File: config.mk
export PLATFORM = sky130hd
export DESIGN_NAME = univ_shift_reg
export DESIGN_NICKNAME = d
export VERILOG_FILES = /design/src/rtl/univ_shift_reg_pkg.sv /design/src/rtl/univ_shift_reg_shift_cnt.sv /design/src/rtl/univ_shift_reg.sv
export SDC_FILE = /design/constraint.sdc
export NUM_CORES = 1
export LEC_CHECK = 0
export ABC_CLOCK_PERIOD_IN_PS = 1310
export CAP_MARGIN = 20
export CORE_ASPECT_RATIO = 1.5
export CORE_MARGIN = 1.5
export CORE_UTILIZATION = 30
export DETAILED_ROUTE_END_ITERATION = 8
export PLACE_DENSITY = 0.64
export SYNTH_ARGS = -nofsm -noshare
export SYNTH_HDL_FRONTEND = slang
export SYNTH_SLANG_ARGS = --single-unit
File: constraint.sdc
create_clock -name clk -period 1.31 [get_ports clk]
set_input_delay 0.131 -clock clk [delete_from_list [all_inputs] [get_ports clk]]
set_output_delay 0.131 -clock clk [all_outputs]
set_load 0.01 [all_outputs]
File: src/rtl/univ_shift_reg_pkg.sv
// Shared mode encodings for the universal shift register.
// Imported by the RTL and by benches driving the mode port.
package univ_shift_reg_pkg;

    localparam logic [2:0] MODE_HOLD = 3'b000;
    localparam logic [2:0] MODE_SHL  = 3'b001;
    localparam logic [2:0] MODE_SHR  = 3'b010;
    localparam logic [2:0] MODE_LOAD = 3'b011;
    localparam logic [2:0] MODE_ROL  = 3'b100;
    localparam logic [2:0] MODE_ROR  = 3'b101;
    localparam logic [2:0] MODE_CLR  = 3'b110;

endpackage

File: src/rtl/univ_shift_reg_shift_cnt.sv
// Saturating shift counter with clear and a one-cycle done pulse.
// done fires only on the WIDTH-1 -> WIDTH transition.
module shift_cnt #(
    parameter int WIDTH = 8,
    parameter int CNT_W = $clog2(WIDTH + 1)
) (
    input  logic             clk,
    input  logic             rst,
    input  logic             clr,
    input  logic             inc,
    output logic [CNT_W-1:0] cnt,
    output logic             done
);

    localparam logic [CNT_W-1:0] CNT_MAX = CNT_W'(WIDTH);
    localparam logic [CNT_W-1:0] CNT_PRE = CNT_W'(WIDTH - 1);

    // count shifts, saturate at WIDTH, pulse done on arrival
    always_ff @(posedge clk) begin
        if (!rst) begin
            cnt  <= '0;
            done <= 1'b0;
        end else begin
            done <= 1'b0;
            if (clr) begin
                cnt <= '0;
            end else if (inc) begin
                if (cnt != CNT_MAX) cnt <= cnt + 1'b1;
                if (cnt == CNT_PRE) done <= 1'b1;
            end
        end
    end

endmodule

File: src/rtl/univ_shift_reg.sv
// Universal shift register: hold, shift, load, rotate, clear.
// Rotate modes exist only when ROTATE_EN is defined; else they hold.
module univ_shift_reg
    import univ_shift_reg_pkg::*;
#(
    parameter int WIDTH = 8,
    localparam int CNT_W = $clog2(WIDTH + 1)
) (
    input  logic             clk,
    input  logic             rst,
    input  logic             en,
    input  logic [2:0]       mode,
    input  logic [WIDTH-1:0] par_in,
    input  logic             ser_in_l,
    input  logic             ser_in_r,
    output logic [WIDTH-1:0] q,
    output logic             ser_out_l,
    output logic             ser_out_r,
    output logic [CNT_W-1:0] cnt,
    output logic             done
);

    logic [WIDTH-1:0] q_nxt;
    logic             cnt_clr;
    logic             cnt_inc;

    // mode decode: next register value and counter control
    always_comb begin
        q_nxt   = q;
        cnt_clr = 1'b0;
        cnt_inc = 1'b0;
        if (en) begin
            case (mode)
                MODE_SHL: begin
                    q_nxt   = {q[WIDTH-2:0], ser_in_l};
                    cnt_inc = 1'b1;
                end
                MODE_SHR: begin
                    q_nxt   = {ser_in_r, q[WIDTH-1:1]};
                    cnt_inc = 1'b1;
                end
                MODE_LOAD: begin
                    q_nxt   = par_in;
                    cnt_clr = 1'b1;
                end
`ifdef ROTATE_EN
                MODE_ROL: begin
                    q_nxt   = {q[WIDTH-2:0], q[WIDTH-1]};
                    cnt_inc = 1'b1;
                end
                MODE_ROR: begin
                    q_nxt   = {q[0], q[WIDTH-1:1]};
                    cnt_inc = 1'b1;
                end
`endif
                MODE_CLR: begin
                    q_nxt   = '0;
                    cnt_clr = 1'b1;
                end
                default: begin
                    q_nxt = q;
                end
            endcase
        end
    end

    // register contents
    always_ff @(posedge clk) begin
        if (!rst) q <= '0;
        else      q <= q_nxt;
    end

    assign ser_out_l = q[WIDTH-1];
    assign ser_out_r = q[0];

    shift_cnt #(
        .WIDTH (WIDTH),
        .CNT_W (CNT_W)
    ) u_cnt (
        .clk  (clk),
        .rst  (rst),
        .clr  (cnt_clr),
        .inc  (cnt_inc),
        .cnt  (cnt),
        .done (done)
    );

endmodule

Word-level counts from Yosys, hierarchy flattened. Cells that the tools add are included.

Register bits after elaboration: 13. Latch bits: 0. Bits in writable memories: 0. Bits in read-only memories: 0. Bits of input ports: 16. Output and inout bits: 15. Word-level logic and storage cells: 25. Memories: 0.

$add $sub $neg: 1. Multipliers: 0. Div/mod/pow operators: 0. Order comparisons: 0. Equality and inequality tests: 6. Shift-type cells: 0. Mux-type cells: 6. Bitwise logic cells: 2. Reductions and logical operators: 7.

Operators by type and width (count): one-hot mux 8 bit (4 select lines) (1); == test 3 x 2 -> 1 bit, second input constant (2); OR reduction 2 bit (3); two-way mux 1 bit (5); adder 4 x 1 -> 4 bit, second input constant (1); == test 4 x 3 -> 1 bit, second input constant (1); != test 4 bit, second input constant (1); AND reduction 2 bit (2); nonzero test 4 bit (1); == test 3 x 1 -> 1 bit, second input constant (1); == test 3 bit, second input constant (1); OR reduction 3 bit (1); NOT 1 bit (2).

Depth between registers and ports, before layout.
Depth in word-level cells: 6. Depth in mapped cells: 5. Depth with buffers taken out: 5.

Modules after synthesis. A second synthesis with hierarchy kept.

Cells, all modules: 91. Area, all modules: 844.6 µm².

Modules (own cells, without submodules): univ_shift_reg (times used 1, cells an instance 65, area each 610.6 µm², seq. area each 160.2 µm²); shift_cnt (times used 1, cells an instance 26, area each 234.0 µm², seq. area each 100.1 µm²).

Worst setup path before layout. OpenSTA, ideal clock, no wires.

Path kind: register to register. From: register u_cnt.cnt[0]. To: register u_cnt.cnt[1]. Library setup time: 130 ps. Arrival time: 1121 ps. Required time: 1180 ps. Slack: 58 ps. Stages on the path, launching flop included: 6. Cells stage by stage: dfxtp_1 > inv_1 > ha_1 > and3b_1 > o31ai_1 > a21oi_1.

Longest elaborated chain between the ends: 2. Elaborated cells between the ends (all ways): 3.

RTL lines: from (decl) (line univ_shift_reg_shift_cnt.sv:11) `output logic [CNT_W-1:0] cnt,`; from (signal assigned) (line univ_shift_reg_shift_cnt.sv:28) `if (cnt != CNT_MAX) cnt <= cnt + 1'b1;`; parallel branches: the longest is 2 deep, another holds adder 4 x 1 -> 4 bit.

Several ways; the timed one is not identified. A chain may end at the register's enable or synchronous reset.

Worst setup path after layout. Same ends and word-level chain as after synthesis.

==> impl_metrics.toml <==
[place]
hpwl_um = 1740
gp_congestion = 0.733
placed_area_mm2 = 0.00127
port_buffers = 30
pre_cts_ws_ns = -0.335

[logic_synthesis]
synthArstFlopShare_pct = 0
ys_seq_area_share_pct = 30.1
yosysMostFrequentCell = "dfxtp_1"
synth_seq_cells = 13
synth_top_area_share_pct = 30.1
synth_area_leader_cell = "dfxtp_1"
syn-num-nets = 115
ys_types = 30
ys_top_cells_by_count = "dfxtp_1, nor2b_1, mux2i_1"
synth_edf_count = 0
avgSynthCellArea_um2 = 8.90
ys_warn_count = 0
synth_cells = 97
netlist_area_um2 = 863
synth_flop_cell = "dfxtp_1"
synth_area_leaders = "dfxtp_1, mux2i_1, o211a_1, o221ai_1, nor2b_1"

[global_routing]
track_usage_pct = 16.0
grt_pass1_vias = 801
grt_overflow = 0
grt_max_degree = 15
antenna_found_initial = 0
grt_pass1_wl_um = 3690

[die]
pin_count = 31
coreArea_mm2 = 0.00271
die_w_um = 46.8
num_rows = 23
die-area_mm2 = 0.00322
die_h_um = 68.7
initial_core_util_pct = 31.9

[timing]
period_needed_ns = 1.23
grt_setup_unrepaired = "false"
drv_slew = 0
worst_slew_pin_slew_ns = 0.211
fmax_ghz = 0.814
finalSetupViolations = 0
skew_ns = 0.000438
setup_tns_ns = 0
worst_slack_ns = 0.0809
slew_headroom_pct = 85.8
hold_viol = 0
post-route-period-util_pct = 93.8

[critical_path]
worstSetupEndpointType = "flip-flop"
cp.required_ns = 1.43
slowest_delay_ns = 0.34
crit_slowest_cell = "dfxtp_1"
critPathLaunchType = "flip-flop"
worstPathCellList = "inv_1, ha_1, and3b_1, o31ai_1, a21oi_1"
crit_type = "reg -> reg"
crit_arrival_ns = 1.35
cp_max_fo = 2

[cells_and_area]
drive_gt1_share_pct = 18.2
num-fill-cells = 280
insertedDiodeCount = 0
final_cell_area_mm2 = 0.00133
finalNetCount = 156
area_delta_synth_final_pct = 54.3

[power]
vdd_drop_max_mv = 0.410
p_leak_nw = 0.682
powerDensity_mw_per_mm2 = 802

[clocking]
clkLatencyLatePin_ns = 0.24
cts_made_buffers = 3
h-tree-depth = 1
cts_root_buffer = "clkbuf_8"
clock_path_buffers = 2
cts_resized = 14
post_cts_buffers = 0
holdBufCountCts = 0
cts_tree = "done"
path_clk_slew_ns = 0.06
cts_sinks = 13

[drt]
ant_nets = 0
wl_per_cell_um = 13.6
vias = 887
wl_um = 2360
via_per_inst = 5.10
drt_pass1_iterations = 5
drt_iter0_drc = 14
drc = 0

[worst_hold_path]
min_path_type = "in -> reg"

[run]
maxCapViolations = 0

[status]
status = "completed"
[placed cells by master (no fill, tap or decap)]
cell,count
and2_2,1
or4_1,1
dlygate4sd2_1,12
a21boi_2,1
o21ai_0,4
nor3_1,1
dfxtp_2,1
xnor2_1,2
a21o_1,1
o211ai_1,1
dlymetal6s2s_1,5
o221ai_1,6
o311a_1,2
buf_4,14
inv_1,4
a21oi_1,5
clkbuf_1,1
xor2_2,1
or2_2,1
buf_6,1
nor2b_1,8
nand2b_2,1
ha_1,2
o32ai_1,1
nand3b_1,4
nand2_1,5
clkdlybuf4s50_1,13
o31ai_1,2
o31ai_2,1
nand2b_1,2
clkbuf_8,3
mux2i_1,7
o211a_1,6
a21boi_0,1
dfxtp_1,12
nand4_1,3
and3b_1,1
[sequential cells by signal, indices dropped and copies added (netlist names)]
name / cells
q: 8
u_cnt.cnt: 4
u_cnt.done: 1
[layout make-up]
type | count | area (um2) | share of cell area, %
Clock buffer | 4 | 45.0 | 3.38
Sequential cell | 13 | 262 | 19.6
Multi-Input combinational cell | 71 | 551 | 41.3
Inverter | 4 | 15.0 | 1.13
Tap cell | 37 | 46.3 | 3.47
Timing Repair Buffer | 45 | 414 | 31.1
[critical path: cells and delay by family (launching register included)]
kind | cells | cell delay [ns]
flops | 1 | 0.34
compound gates | 2 | 0.31
simple gates | 1 | 0.20
buf+inv | 1 | 0.06
fa+ha+maj | 1 | 0.20
[cells by family after synthesis]
kind of cell | Yosys count | synth area share [%]
AO/OA/AOI/OAI | 31 | 28.1
XOR/XNOR | 3 | 3.04
adder cells (fa/ha/maj) | 2 | 2.90
buffers and inverters | 13 | 7.97
flip-flops | 13 | 30.1
multiplexers | 7 | 8.12
AND/OR/NAND/NOR | 28 | 19.7
[per-layer routing]
layer	GRT usage, %	up-vias	wire [um]
met2	28.9	28	1260
met4	7.29	0	38
li1	-	439	-
met5	0	-	0
met3	1.56	4	83
met1	17.9	416	981
[power breakdown]
| group | internal (mW) | leakage (nW) | switching [mW] |
|---|---|---|---|
| Combinational | 0.151 | 0.552 | 0.122 |
| Sequential | 0.416 | 0.107 | 0.0193 |
| Clock | 0.215 | 0.0228 | 0.147 |
[path summary, 6_finish.rpt]
path                                   start           end  slack [ns]  cells past startpoint
worst max-delay path            u_cnt.cnt[0]  u_cnt.cnt[1]        0.08                      5
worst min-delay path                 mode[2]    u_cnt.done        0.38                      4
worst max register to register  u_cnt.cnt[0]  u_cnt.cnt[1]        0.08                      5
worst min register to register          q[6]          q[6]        0.51                      2
[stage by stage]
step | power [mW] | utilization, % | cells | hold WS [ns]
finish | 1.07 | 49.3 | 174 | 0.383
global route | 1.12 | 49.3 | 174 | 0.419
global placement | 0.723 | 46.9 | 170 | 0.490
detailed placement | 0.727 | 46.9 | 170 | 0.498
floorplan | 0.583 | - | 97 | 0.281
CTS | 1.08 | 48.1 | 174 | 0.508
Note: power is estimated with default switching activity, not from simulation.
